===== config.mk =====
export PLATFORM = sky130hd
export DESIGN_NAME = alu_exec
export DESIGN_NICKNAME = d
export VERILOG_FILES = /design/src/rtl/alu_exec.sv
export SDC_FILE = /design/constraint.sdc
export NUM_CORES = 1
export LEC_CHECK = 0
export ABC_AREA = 1
export CORE_MARGIN = 2
export CORE_UTILIZATION = 51
export CTS_BUF_LIST = sky130_fd_sc_hd__clkbuf_4
export CTS_CLUSTER_SIZE = 12
export DETAILED_ROUTE_END_ITERATION = 8
export PLACE_DENSITY = 0.75
export SYNTH_ARGS = -nofsm -noshare
export SYNTH_HDL_FRONTEND = slang
export SYNTH_SLANG_ARGS = --single-unit

===== constraint.sdc =====
create_clock -name clk -period 1.8 [get_ports clk]
set_input_delay 0.18 -clock clk [delete_from_list [all_inputs] [get_ports clk]]
set_output_delay 0.18 -clock clk [all_outputs]
set_load 0.05 [all_outputs]

===== src/rtl/alu_exec.sv =====
// Multi-cycle integer execute unit: single-cycle add/sub/logic, bit-serial shifts,
// valid/ready handshake on both sides with a registered result.
module alu_exec #(
    parameter int XLEN = 32,
    parameter int SHW  = $clog2(XLEN)
) (
    input  logic            clk,
    input  logic            rst_n,
    input  logic            in_valid,
    output logic            in_ready,
    input  logic [2:0]      alu_ctl,
    input  logic [XLEN-1:0] op_a,
    input  logic [XLEN-1:0] op_b,
    output logic            out_valid,
    input  logic            out_ready,
    output logic [XLEN-1:0] result,
    output logic            illegal
);

    typedef enum logic [1:0] {
        ST_IDLE  = 2'b00,
        ST_SHIFT = 2'b01,
        ST_DONE  = 2'b10
    } state_t;

    localparam logic [2:0] OP_ADD = 3'b000;
    localparam logic [2:0] OP_SUB = 3'b001;
    localparam logic [2:0] OP_SLL = 3'b010;
    localparam logic [2:0] OP_SRL = 3'b011;
    localparam logic [2:0] OP_SRA = 3'b100;
    localparam logic [2:0] OP_AND = 3'b101;
    localparam logic [2:0] OP_OR  = 3'b110;
    localparam logic [2:0] OP_ILL = 3'b111;

    localparam logic [SHW-1:0] CNT_ZERO = {SHW{1'b0}};
    localparam logic [SHW-1:0] CNT_ONE  = {{(SHW-1){1'b0}}, 1'b1};

    state_t            state_r, state_s;
    logic [2:0]        op_r;
    logic [SHW-1:0]    cnt_r;
    logic [XLEN-1:0]   shift_r, shift_next_s;
    logic [XLEN-1:0]   result_r;
    logic              illegal_r, out_valid_r;
    logic              accept_s, go_shift_s, is_shift_s;
    logic [SHW-1:0]    shamt_s;

    // Shifts with a zero amount degenerate to a pass-through of op_a.
    function automatic logic [XLEN-1:0] calc_single(input logic [2:0]      ctl,
                                                     input logic [XLEN-1:0] a,
                                                     input logic [XLEN-1:0] b);
        case (ctl)
            OP_ADD:                 calc_single = a + b;
            OP_SUB:                 calc_single = a - b;
            OP_AND:                 calc_single = a & b;
            OP_OR:                  calc_single = a | b;
            OP_SLL, OP_SRL, OP_SRA: calc_single = a;
            default:                calc_single = {XLEN{1'b0}};
        endcase
    endfunction

    assign shamt_s    = op_b[SHW-1:0];
    assign is_shift_s = (alu_ctl == OP_SLL) || (alu_ctl == OP_SRL) || (alu_ctl == OP_SRA);
    assign go_shift_s = is_shift_s && (shamt_s != CNT_ZERO);
    assign accept_s   = in_valid && in_ready;

    // Input-side ready: depends only on state and out_ready.
    always_comb begin
        in_ready = 1'b0;
        if (state_r == ST_IDLE) begin
            in_ready = 1'b1;
        end else if (state_r == ST_DONE) begin
            in_ready = out_ready;
        end else begin
            in_ready = 1'b0;
        end
    end

    // One-bit step of the working register; SRA replicates the captured sign bit.
    always_comb begin
        shift_next_s = shift_r;
        case (op_r)
            OP_SLL:  shift_next_s = {shift_r[XLEN-2:0], 1'b0};
            OP_SRL:  shift_next_s = {1'b0, shift_r[XLEN-1:1]};
            OP_SRA:  shift_next_s = {shift_r[XLEN-1], shift_r[XLEN-1:1]};
            default: shift_next_s = shift_r;
        endcase
    end

    // State register.
    always_ff @(posedge clk or negedge rst_n) begin
        if (!rst_n) begin
            state_r <= ST_IDLE;
        end else begin
            state_r <= state_s;
        end
    end

    // Next-state logic; DONE with a handshake follows any request accepted alongside it.
    always_comb begin
        state_s = state_r;
        case (state_r)
            ST_IDLE: begin
                if (accept_s) begin
                    state_s = go_shift_s ? ST_SHIFT : ST_DONE;
                end else begin
                    state_s = ST_IDLE;
                end
            end
            ST_SHIFT: begin
                if (cnt_r == CNT_ONE) begin
                    state_s = ST_DONE;
                end else begin
                    state_s = ST_SHIFT;
                end
            end
            ST_DONE: begin
                if (accept_s) begin
                    state_s = go_shift_s ? ST_SHIFT : ST_DONE;
                end else if (out_ready) begin
                    state_s = ST_IDLE;
                end else begin
                    state_s = ST_DONE;
                end
            end
            default: state_s = ST_IDLE;
        endcase
    end

    // Datapath: capture at accept, iterate in SHIFT, hold result until consumed.
    always_ff @(posedge clk or negedge rst_n) begin
        if (!rst_n) begin
            op_r        <= 3'b000;
            cnt_r       <= CNT_ZERO;
            shift_r     <= {XLEN{1'b0}};
            result_r    <= {XLEN{1'b0}};
            illegal_r   <= 1'b0;
            out_valid_r <= 1'b0;
        end else if (accept_s) begin
            op_r      <= alu_ctl;
            cnt_r     <= shamt_s;
            shift_r   <= op_a;
            illegal_r <= (alu_ctl == OP_ILL);
            if (go_shift_s) begin
                out_valid_r <= 1'b0;
            end else begin
                result_r    <= calc_single(alu_ctl, op_a, op_b);
                out_valid_r <= 1'b1;
            end
        end else if (state_r == ST_SHIFT) begin
            shift_r <= shift_next_s;
            cnt_r   <= cnt_r - CNT_ONE;
            if (cnt_r == CNT_ONE) begin
                result_r    <= shift_next_s;
                out_valid_r <= 1'b1;
            end else begin
                out_valid_r <= 1'b0;
            end
        end else if (out_valid_r && out_ready) begin
            out_valid_r <= 1'b0;
        end else begin
            out_valid_r <= out_valid_r;
        end
    end

    assign out_valid = out_valid_r;
    assign result    = result_r;
    assign illegal   = illegal_r;

endmodule


* Word level (Yosys, flattened, before mapping) *
Index checks and enable logic that the tools add are counted.

cells by class
  bitwise gates (word level) = 2
  add/sub/neg operators = 3
  reduce and logical (&&, ||, !) cells = 13
  equal/unequal tests = 14
  multiplexer cells = 23

operator list
  kind                   number
  $mux W32               6
  $pmux W32 S5           1
  $pmux W32 S3           1
  $add A32 B32 Y32       1
  $and A32 B32 Y32       1
  $or A32 B32 Y32        1
  $sub A32 B32 Y32       1
  $eq A3 B3 Y1 const B   5
  $eq A3 B2 Y1 const B   4
  $mux W2                5
  $mux W5                2
  $mux W1                7
  $pmux W2 S3            1
  $eq A5 B1 Y1 const B   1
  $reduce_bool A5 Y1     1
  $sub A5 B1 Y5 const B  1
  $reduce_bool A2 Y1     2
  $eq A3 B1 Y1 const B   1
  $logic_and A1 B1 Y1    3
  $logic_not A3 Y1       1
  $reduce_and A3 Y1      1
  $reduce_bool A3 Y1     1
  $reduce_or A3 Y1       1
  $eq A2 B1 Y1 const B   1
  other kinds (4)        5

word-level totals
  word-level logic and storage cells = 62
  bits in registers = 76
  output and inout bits = 35
  input port bits = 71

* Logic depth before layout (Yosys ltp) *
  word-level depth = 7
  depth in mapped cells = 27
  mapped depth without buffers = 27

* Worst setup path after synthesis *
Ideal clock, no wire load.

  path kind = input port to flip-flop
  start = input op_b[1]
  end = register result_r[30] (netlist: result[30])
  cell stages on the path = 27
  required time = 1.723 ns
  buffers on the path = 0
  slack = -1.014 ns
  data arrival time = 2.736 ns
  library setup time = 0.077 ns
  cells stage by stage = inv_1 ha_1 inv_1 nor3_4 nand2_2 nor3_2 nand2_2 nor2_4 nand3_2 nor2_1 nor2_1 xor2_1 ha_1 nand2_1 inv_1 nand2_1 and2_1 nand2_1 inv_1 nor2_1 nor2_1 nand2_1 nand2_1 nand3_1 nand2_1 nand2_1 a21oi_1

between the ends
  word-level cells in the longest chain between the ends = 4
  elaborated cells between the ends (all ways) = 9
  those cells by class = 2 x add/sub; 1 x eq/ne; 3 x mux; 3 x reduce/logical

ends and longest elaborated chain
  element                                                     RTL line  source
  from (decl)                                                 13        input logic [XLEN-1:0] op_b,
  $sub A32 B32 Y32, or another cell as far along              53        OP_SUB: calc_single = a - b;
  $pmux W32 S5 / $logic_and A1 B1 Y1 (equally long branches)  51, 63
  $mux W32 / $ne A2 B2 Y1 (equally long branches)             n/a
  $mux W32 / $reduce_and A3 Y1 (equally long branches)        n/a
  to (signal assigned)                                        135       result_r <= {XLEN{1'b0}};
  to (signal assigned)                                        146       result_r <= calc_single(alu_ctl, op_a, op_b);
  to (signal assigned)                                        153       result_r <= shift_next_s;
  to (decl)                                                   42        logic [XLEN-1:0] result_r;

Several ways; a longest one is shown, not always the timed one. The select of a mux whose other input is x is not followed.
A chain may end at the register's enable or synchronous reset.

* Worst setup path in the final report *
  start = input op_b[0]
  end = register result_r[21] (netlist: result[21])

The elaborated chain is that of the path after synthesis.

==> flow_metrics.env <==
export IMPL_h_tree_depth=3
export IMPL_maxSlewViolCount=0
export IMPL_grt_max_degree=42
export IMPL_synth_cell_types=42
export IMPL_finalHoldViolCount=0
export IMPL_synthCells=1330
export IMPL_die_x_um=129
export IMPL_seq_area_frac_synth_pct=23.8
export IMPL_critPathLaunchType="input pin"
export IMPL_p_total_mw=14.8
export IMPL_instances_no_fill=1892
export IMPL_multi_input_area_mm2=0.00633
export IMPL_avgSynthCellArea_um2=6.01
export IMPL_drv_cap=0
export IMPL_violations="DRC, setup timing"
export IMPL_row_count=45
export IMPL_critPathArrivalTime_ps=3400
export IMPL_antenna_found_initial=1
export IMPL_end_kind="flop"
export IMPL_slew_headroom_pct=62.8
export IMPL_drt_vias_per_instance=5.88
export IMPL_rsz0062_at_grt="yes"
export IMPL_dp_cells=1847
export IMPL_required_ps=2190
export IMPL_ir_drop_v=0.00110
export IMPL_place_hpwl_um=26000
export IMPL_fin_area_mm2=0.0129
export IMPL_drc_errors=1
export IMPL_syn_num_nets=1439
export IMPL_critPathMaxFanout=4
export IMPL_routabilityCongestion=0.962
export IMPL_detail_route_antenna_nets=0
export IMPL_port_buffers=105
export IMPL_cts_buffers=9
export IMPL_grt_ovfl_total=0
export IMPL_fin_crit_ps=3010
export IMPL_boundaryPins=106
export IMPL_grt_first_pass_wirelength_um=50500
export IMPL_area_growth_pct=60.8
export IMPL_dpl_cell_area_mm2=0.0113
export IMPL_fp_dieH_um=129
export IMPL_cts_root_buf="clkbuf_4"
export IMPL_clock_skew_ps=23.9
export IMPL_nets=1785
export IMPL_fillers=942
export IMPL_clk_path_buf_depth=2
export IMPL_fmax_mhz=332
export IMPL_clock_sinks=76
export IMPL_cellLeakagePower_nw=6.57
export IMPL_drt_first_iter_violations=1530
export IMPL_hold_path_class="input pin to flop"
export IMPL_final_layout_size_suffix_gt1_share_pct=34.8
export IMPL_start_util_pct=52.4
export IMPL_post_route_period_util_pct=167
export IMPL_powerDensity_mw_per_mm2=1150
export IMPL_grt_util_all_layers_pct=39.0
export IMPL_coreArea_mm2=0.0153
export IMPL_route_detailed_wl_per_inst_um=19.3
export IMPL_status="finished, violations left"
export IMPL_finalSetupViolations=30
export IMPL_regArea_mm2=0.00190
export IMPL_synth_edff_count=0
export IMPL_synthArstFlopShare_pct=100
export IMPL_synthFlopType="dfrtp_1"
export IMPL_path_clk_slew_ps=130
export IMPL_fin_ws_ps=-1210
export IMPL_synth_area_mm2=0.00799
export IMPL_ys_seq_elements=76
export IMPL_max_slew_worst_pin_slew_ps=558
export IMPL_drt_wl_total_um=36500
export IMPL_dieArea_mm2=0.0167
export IMPL_cts_tree="yes"
export IMPL_yosys_warnings=0
export IMPL_path_class="input pin to flop"
export IMPL_grt_pass1_vias=9808
export IMPL_vias=11100
export IMPL_setup_tns_ps=-24860
export IMPL_clk_latency_ps=450
export IMPL_dr_pass1_iters=9
-- critical path, cell delays in order --
cell,delay (ps)
buf_12,120
inv_16,50
ha_4,130
inv_4,40
nor3_4,120
nand2_2,90
nor3_4,150
nand2_2,130
nor2_4,160
buf_4,140
a21oi_1,90
xor2_1,170
ha_1,410
nand2_2,130
nor2_4,130
inv_1,80
nor3_1,210
nand2_1,130
nand2_2,140
nand2_1,90
nand3b_1,80
nand3_1,160
nand2_1,100
nand2_1,50
a21oi_1,110
-- layout by cell type (no fill, tap or decap), drive strengths merged, types with 2 or more instances in the layout --
cell,count
a21oi,98
a22oi,11
a31oi,10
and2,2
buf,280
clkbuf,15
clkdlybuf4s50,46
clkinv,6
dfrtp,76
dlygate4sd2,27
dlymetal6s2s,20
ha,37
inv,231
nand2,357
nand3,56
nand3b,5
nand4,14
nor2,158
nor3,15
nor4,2
o211ai,4
o21ai,102
o21bai,8
o221ai,31
o22ai,22
o2bb2ai,3
xnor2,8
xor2,29
-- flip-flops by register name, summed over array words and instances, names as in the netlist --
register   flops
result        32
state_r        2
op_r           3
cnt_r          5
shift_r       32
illegal        1
out_valid      1
-- where the power goes --
| group | internal [mW] | switching (mW) |
|---|---|---|
| Sequential | 2.60 | 0.632 |
| Combinational | 3.91 | 6.79 |
| Clock | 0.295 | 0.577 |
| Total | 6.81 | 8.00 |
-- worst paths after layout --
path	startpoint	endpoint	slack, ps	cells past startpoint
max	op_b[0]	result[21]$_DFFE_PN0P_	-1210	25
min	alu_ctl[0]	illegal$_DFFE_PN0P_	90	4
max reg2reg	op_r[2]$_DFFE_PN0P_	result[16]$_DFFE_PN0P_	-60	10
min reg2reg	illegal$_DFFE_PN0P_	illegal$_DFFE_PN0P_	490	2
max in group asynchronous	rst_n	result[23]$_DFFE_PN0P_	850	3
min in group asynchronous	rst_n	cnt_r[3]$_DFFE_PN0P_	250	2
-- timing repair --
action,in CTS,in global routing
gates cloned,1,0
endpoints found under the setup margin,69,60
hold buffers,1,0
setup buffers,14,20
pin swaps,94,122
endpoints found under the hold margin,39,0
gates resized for setup,192,212
-- per-layer routing --
metal / GRT usage [%] / part of all wire (%)
met1: 54.2 / 39
met2: 63.2 / 45
met3: 4.95 / 11
met4: 12.7 / 4.9
met5: 0 / 0
-- cell usage after synthesis, drive strengths merged (10+ instances only) --
cell    instances  area share [%]
nand2         357              17
inv           232              11
nor2          158             7.7
o21ai         102             6.5
a21oi          98             6.1
dfrtp          76              24
nand3          56             3.6
ha             37             5.8
o221ai         31             3.4
xor2           29             3.2
clkbuf         22             1.0
o22ai          22             1.7
buf            21             1.4
nor3           15             1.2
nand4          14             1.1
a22oi          11             1.0
a31oi          10            0.78
-- cell type report --
| type | count | area share, % |
|---|---|---|
| inverter | 234 | 7.16 |
| clock buffer | 11 | 0.642 |
| tap | 211 | 2.05 |
| multi-input combinational | 977 | 49.2 |
| sequential | 76 | 14.8 |
| antenna | 1 | 0.0195 |
| timing repair buffer | 378 | 25.9 |
| clock inverter | 4 | 0.136 |
-- logic make-up after synthesis --
| logic type | after synthesis | share of synthesized area, % |
|---|---|---|
| simple gates | 610 | 31.3 |
| flops | 76 | 23.8 |
| fa+ha+maj | 38 | 6.04 |
| compound gates | 292 | 21.3 |
| buf+inv | 277 | 13.5 |
| xor+xnor | 37 | 4.05 |
-- stage by stage --
step	hold WS, ps	util, %	worst slack (ps)
2_1_floorplan	-116	-	-885
3_3_place_gp	193	74.4	-1930
3_5_place_dp	196	74.4	-2030
4_1_cts	74.6	78.9	-1210
5_1_grt	112	84.2	-1300
6_report	89.1	84.2	-1210
(Power assumes the default switching activity.)
